==> config.mk <==
export PLATFORM = sky130hd
export DESIGN_NAME = ft_cmd_parser
export DESIGN_NICKNAME = d
export VERILOG_FILES = /design/src/rtl/ft_cmd_parser.sv
export SDC_FILE = /design/constraint.sdc
export NUM_CORES = 1
export LEC_CHECK = 0
export CAP_MARGIN = 0
export CORE_MARGIN = 2
export CORE_UTILIZATION = 49
export DETAILED_ROUTE_END_ITERATION = 6
export PLACE_DENSITY = 0.84
export SYNTH_ARGS = -nofsm -noshare
export SYNTH_HDL_FRONTEND = slang
export SYNTH_SLANG_ARGS = --single-unit
==> constraint.sdc <==
create_clock -name clk -period 2.58 [get_ports clk]
set_input_delay 0.516 -clock clk [delete_from_list [all_inputs] [get_ports clk]]
set_output_delay 0.516 -clock clk [all_outputs]
set_load 0.02 [all_outputs]
==> src/rtl/ft_cmd_parser.sv <==
// FT600 command parser: decodes write/read frames from the RX FIFO into register bus
// strobes and returns read responses. Define FT_CMD_TIMEOUT_EN to abort stalled frames.
module ft_cmd_parser #(
  parameter int DATA_WIDTH     = 16,
  parameter int TIMEOUT_CYCLES = 1024
) (
  input  logic                  clk,
  input  logic                  rst_n,
  input  logic [DATA_WIDTH+1:0] rx_data,
  input  logic                  rx_valid,
  output logic                  rx_en,
  output logic [DATA_WIDTH-1:0] tx_data,
  output logic                  tx_en,
  input  logic                  tx_full,
  output logic [DATA_WIDTH-1:0] bus_addr,
  output logic [DATA_WIDTH-1:0] bus_wdata,
  output logic                  bus_wr,
  output logic                  bus_rd,
  input  logic [DATA_WIDTH-1:0] bus_rdata,
  output logic [7:0]            err_cnt
);

  localparam logic [7:0]            SYNC     = 8'hA5;
  localparam logic [7:0]            OP_WR    = 8'h01;
  localparam logic [7:0]            OP_RD    = 8'h02;
  localparam logic [DATA_WIDTH-1:0] RESP_HDR_W = DATA_WIDTH'(16'h5A02);

  typedef enum logic [2:0] {
    IDLE, ADDR, DATA, RD_WAIT, RESP_HDR, RESP_ADDR, RESP_DATA
  } state_t;

  if (TIMEOUT_CYCLES < 1) begin : g_bad_cfg
    $error("ft_cmd_parser: TIMEOUT_CYCLES must be at least 1");
  end

  state_t                  state, state_d;
  logic                    op_wr;
  logic [DATA_WIDTH-1:0]   rdata_q;
  logic [DATA_WIDTH-1:0]   rx_word;
  logic [1:0]              rx_be;
  logic                    be_bad, hdr_ok, tmo_hit;
  logic                    err_inc, op_ld, addr_ld, wdata_ld, rdata_ld, wr_d, rd_d;

  assign rx_word = rx_data[DATA_WIDTH-1:0];
  assign rx_be   = rx_data[DATA_WIDTH+1:DATA_WIDTH];
  assign be_bad  = (rx_be != 2'b11);
  assign hdr_ok  = (rx_word[15:8] == SYNC) && (rx_word[7:0] == OP_WR || rx_word[7:0] == OP_RD);

`ifdef FT_CMD_TIMEOUT_EN
  localparam int TW = $clog2(TIMEOUT_CYCLES + 1);
  logic [TW-1:0] tmo_cnt;
  logic          tmo_wait;

  // Counts only idle cycles inside a frame; any consumed word or leaving ADDR/DATA clears it.
  assign tmo_wait = (state == ADDR || state == DATA) && !rx_valid;
  assign tmo_hit  = tmo_wait && (tmo_cnt == TW'(TIMEOUT_CYCLES - 1));

  always_ff @(posedge clk or negedge rst_n) begin
    if (!rst_n)                   tmo_cnt <= '0;
    else if (!tmo_wait || tmo_hit) tmo_cnt <= '0;
    else                          tmo_cnt <= tmo_cnt + 1'b1;
  end
`else
  assign tmo_hit = 1'b0;
`endif

  always_comb begin
    state_d  = state;
    rx_en    = rst_n && rx_valid && (state == IDLE || state == ADDR || state == DATA);
    tx_en    = (state == RESP_HDR || state == RESP_ADDR || state == RESP_DATA) && !tx_full;
    tx_data  = '0;
    err_inc  = 1'b0;
    op_ld    = 1'b0;
    addr_ld  = 1'b0;
    wdata_ld = 1'b0;
    rdata_ld = 1'b0;
    wr_d     = 1'b0;
    rd_d     = 1'b0;
    unique case (state)
      IDLE: if (rx_valid) begin
        if (be_bad || !hdr_ok) err_inc = 1'b1;
        else begin
          op_ld   = 1'b1;
          state_d = ADDR;
        end
      end
      ADDR: if (rx_valid) begin
        if (be_bad) begin
          err_inc = 1'b1;
          state_d = IDLE;
        end else begin
          addr_ld = 1'b1;
          if (op_wr) state_d = DATA;
          else begin
            rd_d    = 1'b1;
            state_d = RD_WAIT;
          end
        end
      end else if (tmo_hit) begin
        err_inc = 1'b1;
        state_d = IDLE;
      end
      DATA: if (rx_valid) begin
        state_d = IDLE;
        if (be_bad) err_inc = 1'b1;
        else begin
          wdata_ld = 1'b1;
          wr_d     = 1'b1;
        end
      end else if (tmo_hit) begin
        err_inc = 1'b1;
        state_d = IDLE;
      end
      // First RD_WAIT cycle carries bus_rd; read data lands in the second.
      RD_WAIT: if (!bus_rd) begin
        rdata_ld = 1'b1;
        state_d  = RESP_HDR;
      end
      RESP_HDR: begin
        tx_data = RESP_HDR_W;
        if (tx_en) state_d = RESP_ADDR;
      end
      RESP_ADDR: begin
        tx_data = bus_addr;
        if (tx_en) state_d = RESP_DATA;
      end
      RESP_DATA: begin
        tx_data = rdata_q;
        if (tx_en) state_d = IDLE;
      end
      default: state_d = IDLE;
    endcase
  end

  always_ff @(posedge clk or negedge rst_n) begin
    if (!rst_n) begin
      state     <= IDLE;
      op_wr     <= 1'b0;
      bus_addr  <= '0;
      bus_wdata <= '0;
      bus_wr    <= 1'b0;
      bus_rd    <= 1'b0;
      rdata_q   <= '0;
      err_cnt   <= '0;
    end else begin
      state  <= state_d;
      bus_wr <= wr_d;
      bus_rd <= rd_d;
      if (op_ld)    op_wr     <= (rx_word[7:0] == OP_WR);
      if (addr_ld)  bus_addr  <= rx_word;
      if (wdata_ld) bus_wdata <= rx_word;
      if (rdata_ld) rdata_q   <= bus_rdata;
      if (err_inc && err_cnt != 8'hFF) err_cnt <= err_cnt + 8'd1;
    end
  end

endmodule

======== Yosys cells after proc, flatten, opt, wreduce, memory -nomap -nowiden ========
Index checks and enable logic that the tools add are counted.
storage, ports and cells
  input bits .............................. 38
  bits in registers ....................... 62
operators by class
  equality and inequality tests ........... 19
  multiplexer cells ....................... 30
  reductions and logical operators ........ 16
  $add $sub $neg .......................... 1
operators by type and width
  cell                 count
  $pmux 16 s3          1
  $mux 3               8
  $pmux 3 s7           1
  $mux 1               18
  $ne 2x2->1 const B   9
  $eq 3x3->1 const B   3
  $add 8x1->8 const B  1
  $eq 8x1->1 const B   1
  $eq 8x2->1 const B   1
  $eq 8x8->1 const B   1
  $ne 8x8->1 const B   1
  $reduce_and 8->1     1
  $eq 3x2->1 const B   2
  $logic_or 1x1->1     6
  $logic_and 1x1->1    5
  $eq 3x1->1 const B   1
  $logic_not 3->1      1
  $logic_not 1->1      2
  $mux 2               1
  $pmux 1 s2           1
  $reduce_or 2->1      1

======== Longest topological paths before layout ========
Gate-level depths: netlist of run 1.
  word-level depth ........................ 9
  mapped depth ............................ 6

======== Least setup slack after synthesis of run 1 ========
OpenSTA, ideal clock, no wires.
  path kind ............................... register to output
  from .................................... register state[0]
  to ...................................... output tx_data[10]
  buffers on the path ..................... 2
  data arrival time ....................... 1.497 ns
  stages on the path, launching flop included .. 6
  setup slack ............................. 0.567 ns
  cells stage by stage .................... dfrtp_1 > clkbuf_1 > nor2_1 > clkbuf_1 > a22oi_1 > nor2b_1
on the way
  longest elaborated chain between the ends .. 2
RTL lines
  what                      line  RTL
  start: declaration        36    state_t state, state_d;
  start signal: assignment  146   state <= state_d;
  $eq 3x3->1                79    unique case (state)
  $pmux 16 s3 (*)           79
  end: declaration          12    output logic [DATA_WIDTH-1:0] tx_data,
Mark *: on every way between the ends. The rest lies on a longest branch, timed or not.

======== Worst setup path after layout of run 1 ========
  from .................................... register state[0]
  to ...................................... output tx_data[14]
The elaborated chain is that of the path after synthesis.

==> results.cfg, run 1 <==
[clock_network]
cts_root_buf = clkbuf_8
cts_buffers = 9
cts_tree = done
cts_num_sinks = 62
htreeDepth = 3
ctsHoldBuffers = 0
clkSlewWorstSetupHoldPaths_ps = 70
postCtsSetupBuffers = 0
cts_buffer_depth = 2
insertion_delay_ps = 350

[yosys]
synthesis.nets = 264
synthArstFlopShare = 1.000
syn_inst = 225
synthDistinctLibCells = 40
netlist.area_leader.share = 0.5380
yosysMostFrequentCell = dfrtp_1
synth_area_leader_cell = dfrtp_1
synth.top_cells.by_count = dfrtp_1 (62), mux2_2 (49), nor2b_1 (14)
synth_area_um2 = 2884
synth_top_cells_by_area = dfrtp_1 (54%), mux2_2 (19%), nor2b_1 (3.0%)
synth_ff_type = dfrtp_1
synthesis.yosys.warnings = 0
seq_area_frac_synth = 0.5380
synth_edf_count = 0
syn_area_per_cell_um2 = 12.82
yosys_register_bits = 62

[worst_setup_path]
crit_path_start_kind = flop
slowest_stage = clkdlybuf4s50_1
r2r_slack_ps = 710
cp_max_fo = 9
slowest_delay_ps = 640
worstPathCellList = buf_4, o21bai_1, a21boi_0, clkdlybuf4s50_1
worstPathRequired_ps = 2060
cp_data_arrival_time_ps = 1980
worst-path-buf-inv = 2
cp-end-kind = output port
crit_family = buffers and inverters
critical_path_class = reg2out

[detailed_routing]
vias = 2217
drc = 0
wirelength_um = 7357
post_drt_via_cell_ratio = 5.355
ant_nets = 0
dr.pass1.iters = 4
routedWlPerCell_um = 17.77
drtIter0Drc = 86

[power_and_ir_drop]
pwr-share-seq = 0.452
clock_power_share = 0.384
combPwrFrac = 0.164
intPower_w = 0.001810
power_density_nw_per_um2 = 581.0
switching_power_w = 0.0006389
swShare = 0.2610
total_power_w = 0.002448
ir_drop_mv = 0.4129
p_leak_nw = 2.034

[global_route]
grt_use_total = 0.2372
grt_max_degree = 63
gr-total-overflow = 0
grt_first_pass_wirelength_um = 11390
antenna_found_initial = 0
first_global_vias = 2221

[floorplanning]
ioPinCount = 98
die_h_um = 80.72
die_area_um2 = 6516
die_x_um = 80.72
start_util = 0.5143
rows = 27
core_um2 = 5608

[sta]
setup_viol = 0
hold_slack_ps = 418.7
tightest_slew_ps = 769.3
timing.fmax_ghz = 0.4001
slew_headroom = 0.4871
fin_crit_ps = 2500
slew_violations = 0
finClkSkew_ps = 8.363
grt_setup_unrepaired = false
tns_ps = 0
period_share = 0.9688
finalHoldViolCount = 0

[finish]
fillers = 386
antenna_cells = 0
syn2layout_area_growth_pct = 46.12
nets = 376
utilization = 0.7515
drive_gt1_frac = 0.2573
final_area_um2 = 4214

[place]
portBuffers = 97
placed_cell_area_um2 = 3981
hpwl_um = 5317
place_congestion = 0.8291

[run_status]
status = finished, final reports clean

[run]
cap_violations = 0

[worst_hold_path]
hp-class = in2async
==> per-stage QoR <==
stage	std cells	setup slack (ps)
floorplan	225	567.3
global placement	398	129.6
detailed placement	398	51.91
CTS	414	-20.51
global route	414	8.414
finish	414	80.43
==> final cells by class <==
| cell class | instances | area (um^2) | area share |
|---|---|---|---|
| inverter | 3 | 11.26 | 0.002672 |
| timing repair buffer | 112 | 1094 | 0.2595 |
| sequential | 62 | 1554 | 0.3688 |
| multi-input combinational | 149 | 1250 | 0.2966 |
| clock inverter | 4 | 70.07 | 0.01663 |
| clock buffer | 12 | 145.1 | 0.03444 |
| tap | 72 | 90.09 | 0.02138 |
==> layer usage <==
metal | up-vias | GRT usage | part of all wire
li1 | 1031 | - | -
met3 | 14 | 0.04270 | 0.045
met2 | 68 | 0.3758 | 0.49
met4 | 0 | 0.1136 | 0.022
met5 | - | 0 | 0
met1 | 1104 | 0.3173 | 0.44
==> path summary, 6_finish.rpt <==
check / startpoint / end / depth (start not counted)
max in group asynchronous: rst_n / state[0]$_DFFE_PN0P_ / 2
hold reg to reg: bus_wdata[3]$_DFFE_PN0P_ / bus_wdata[3]$_DFFE_PN0P_ / 1
hold / removal: rst_n / err_cnt[0]$_DFFE_PN0P_ / 2
setup / recovery: state[0]$_DFFE_PN0P_ / tx_data[14] / 4
setup reg to reg: state[0]$_DFFE_PN0P_ / rdata_q[13]$_DFFE_PN0P_ / 5
min in group clk: bus_wdata[3]$_DFFE_PN0P_ / bus_wdata[3]$_DFFE_PN0P_ / 1
==> placed cells by master, fill, tap and decap left out, types with 2 or more instances in the layout <==
cell type	Yosys	layout
a21boi_0	5	5
a21oi_1	2	2
a22oi_1	11	11
and4b_1	2	2
buf_4	2	15
bufinv_16	0	2
clkbuf_1	5	2
clkbuf_8	0	10
clkdlybuf4s50_1	0	84
clkinv_2	0	2
dfrtp_1	62	60
dfrtp_2	0	2
dlygate4sd2_1	0	4
dlymetal6s2s_1	0	8
inv_1	3	2
mux2_2	49	49
nand2_1	13	13
nand2b_1	2	2
nand3_1	4	4
nand4_1	2	2
nor2_1	6	6
nor2b_1	14	14
nor3_1	3	3
nor4_1	2	2
o21ai_0	4	4
o21bai_1	5	5
xnor2_1	2	2
xor2_1	6	6
==> power groups by stage <==
stage / Clock, W / Combinational, W / Sequential (W)
final: 0.000940 / 0.000401 / 0.00111
after global routing: 0.000989 / 0.000439 / 0.00112
after CTS: 0.000952 / 0.000406 / 0.00111
after detailed placement: 0 / 0.000402 / 0.00112
after global placement: 0 / 0.000396 / 0.00112
after floorplan: 0 / 0.000104 / 0.00118
==> cell families after synthesis <==
logic type                 Yosys count  synth area share
adders and majority gates            1          0.004338
muxes                               50            0.1952
AOI/OAI and AO/OA                   32           0.07983
buffers and inverters               14           0.02863
xor gates and xnor gates             8           0.02430
and+or+nand+nor                     58            0.1297
DFF                                 62            0.5380
==> flip-flops by register name, indices dropped and copies added, names as in the netlist <==
name,flops
bus_wr,1
op_wr,1
err_cnt,8
bus_wdata,16
rdata_q,16
bus_rd,1
state,3
bus_addr,16
==> repair_timing <==
action / in CTS / in global routing
gates resized for setup: 6 / 9
endpoints found under the hold margin: 0 / 0
setup endpoints to repair: 10 / 11
Note: power is estimated with default switching activity, not from simulation.
==> inputs of run 2 (changes only) <==
- SLEW_MARGIN: not set -> 20
==> results of run 2 <==
Final layout, timing and power as in run 1 (identical DEF).
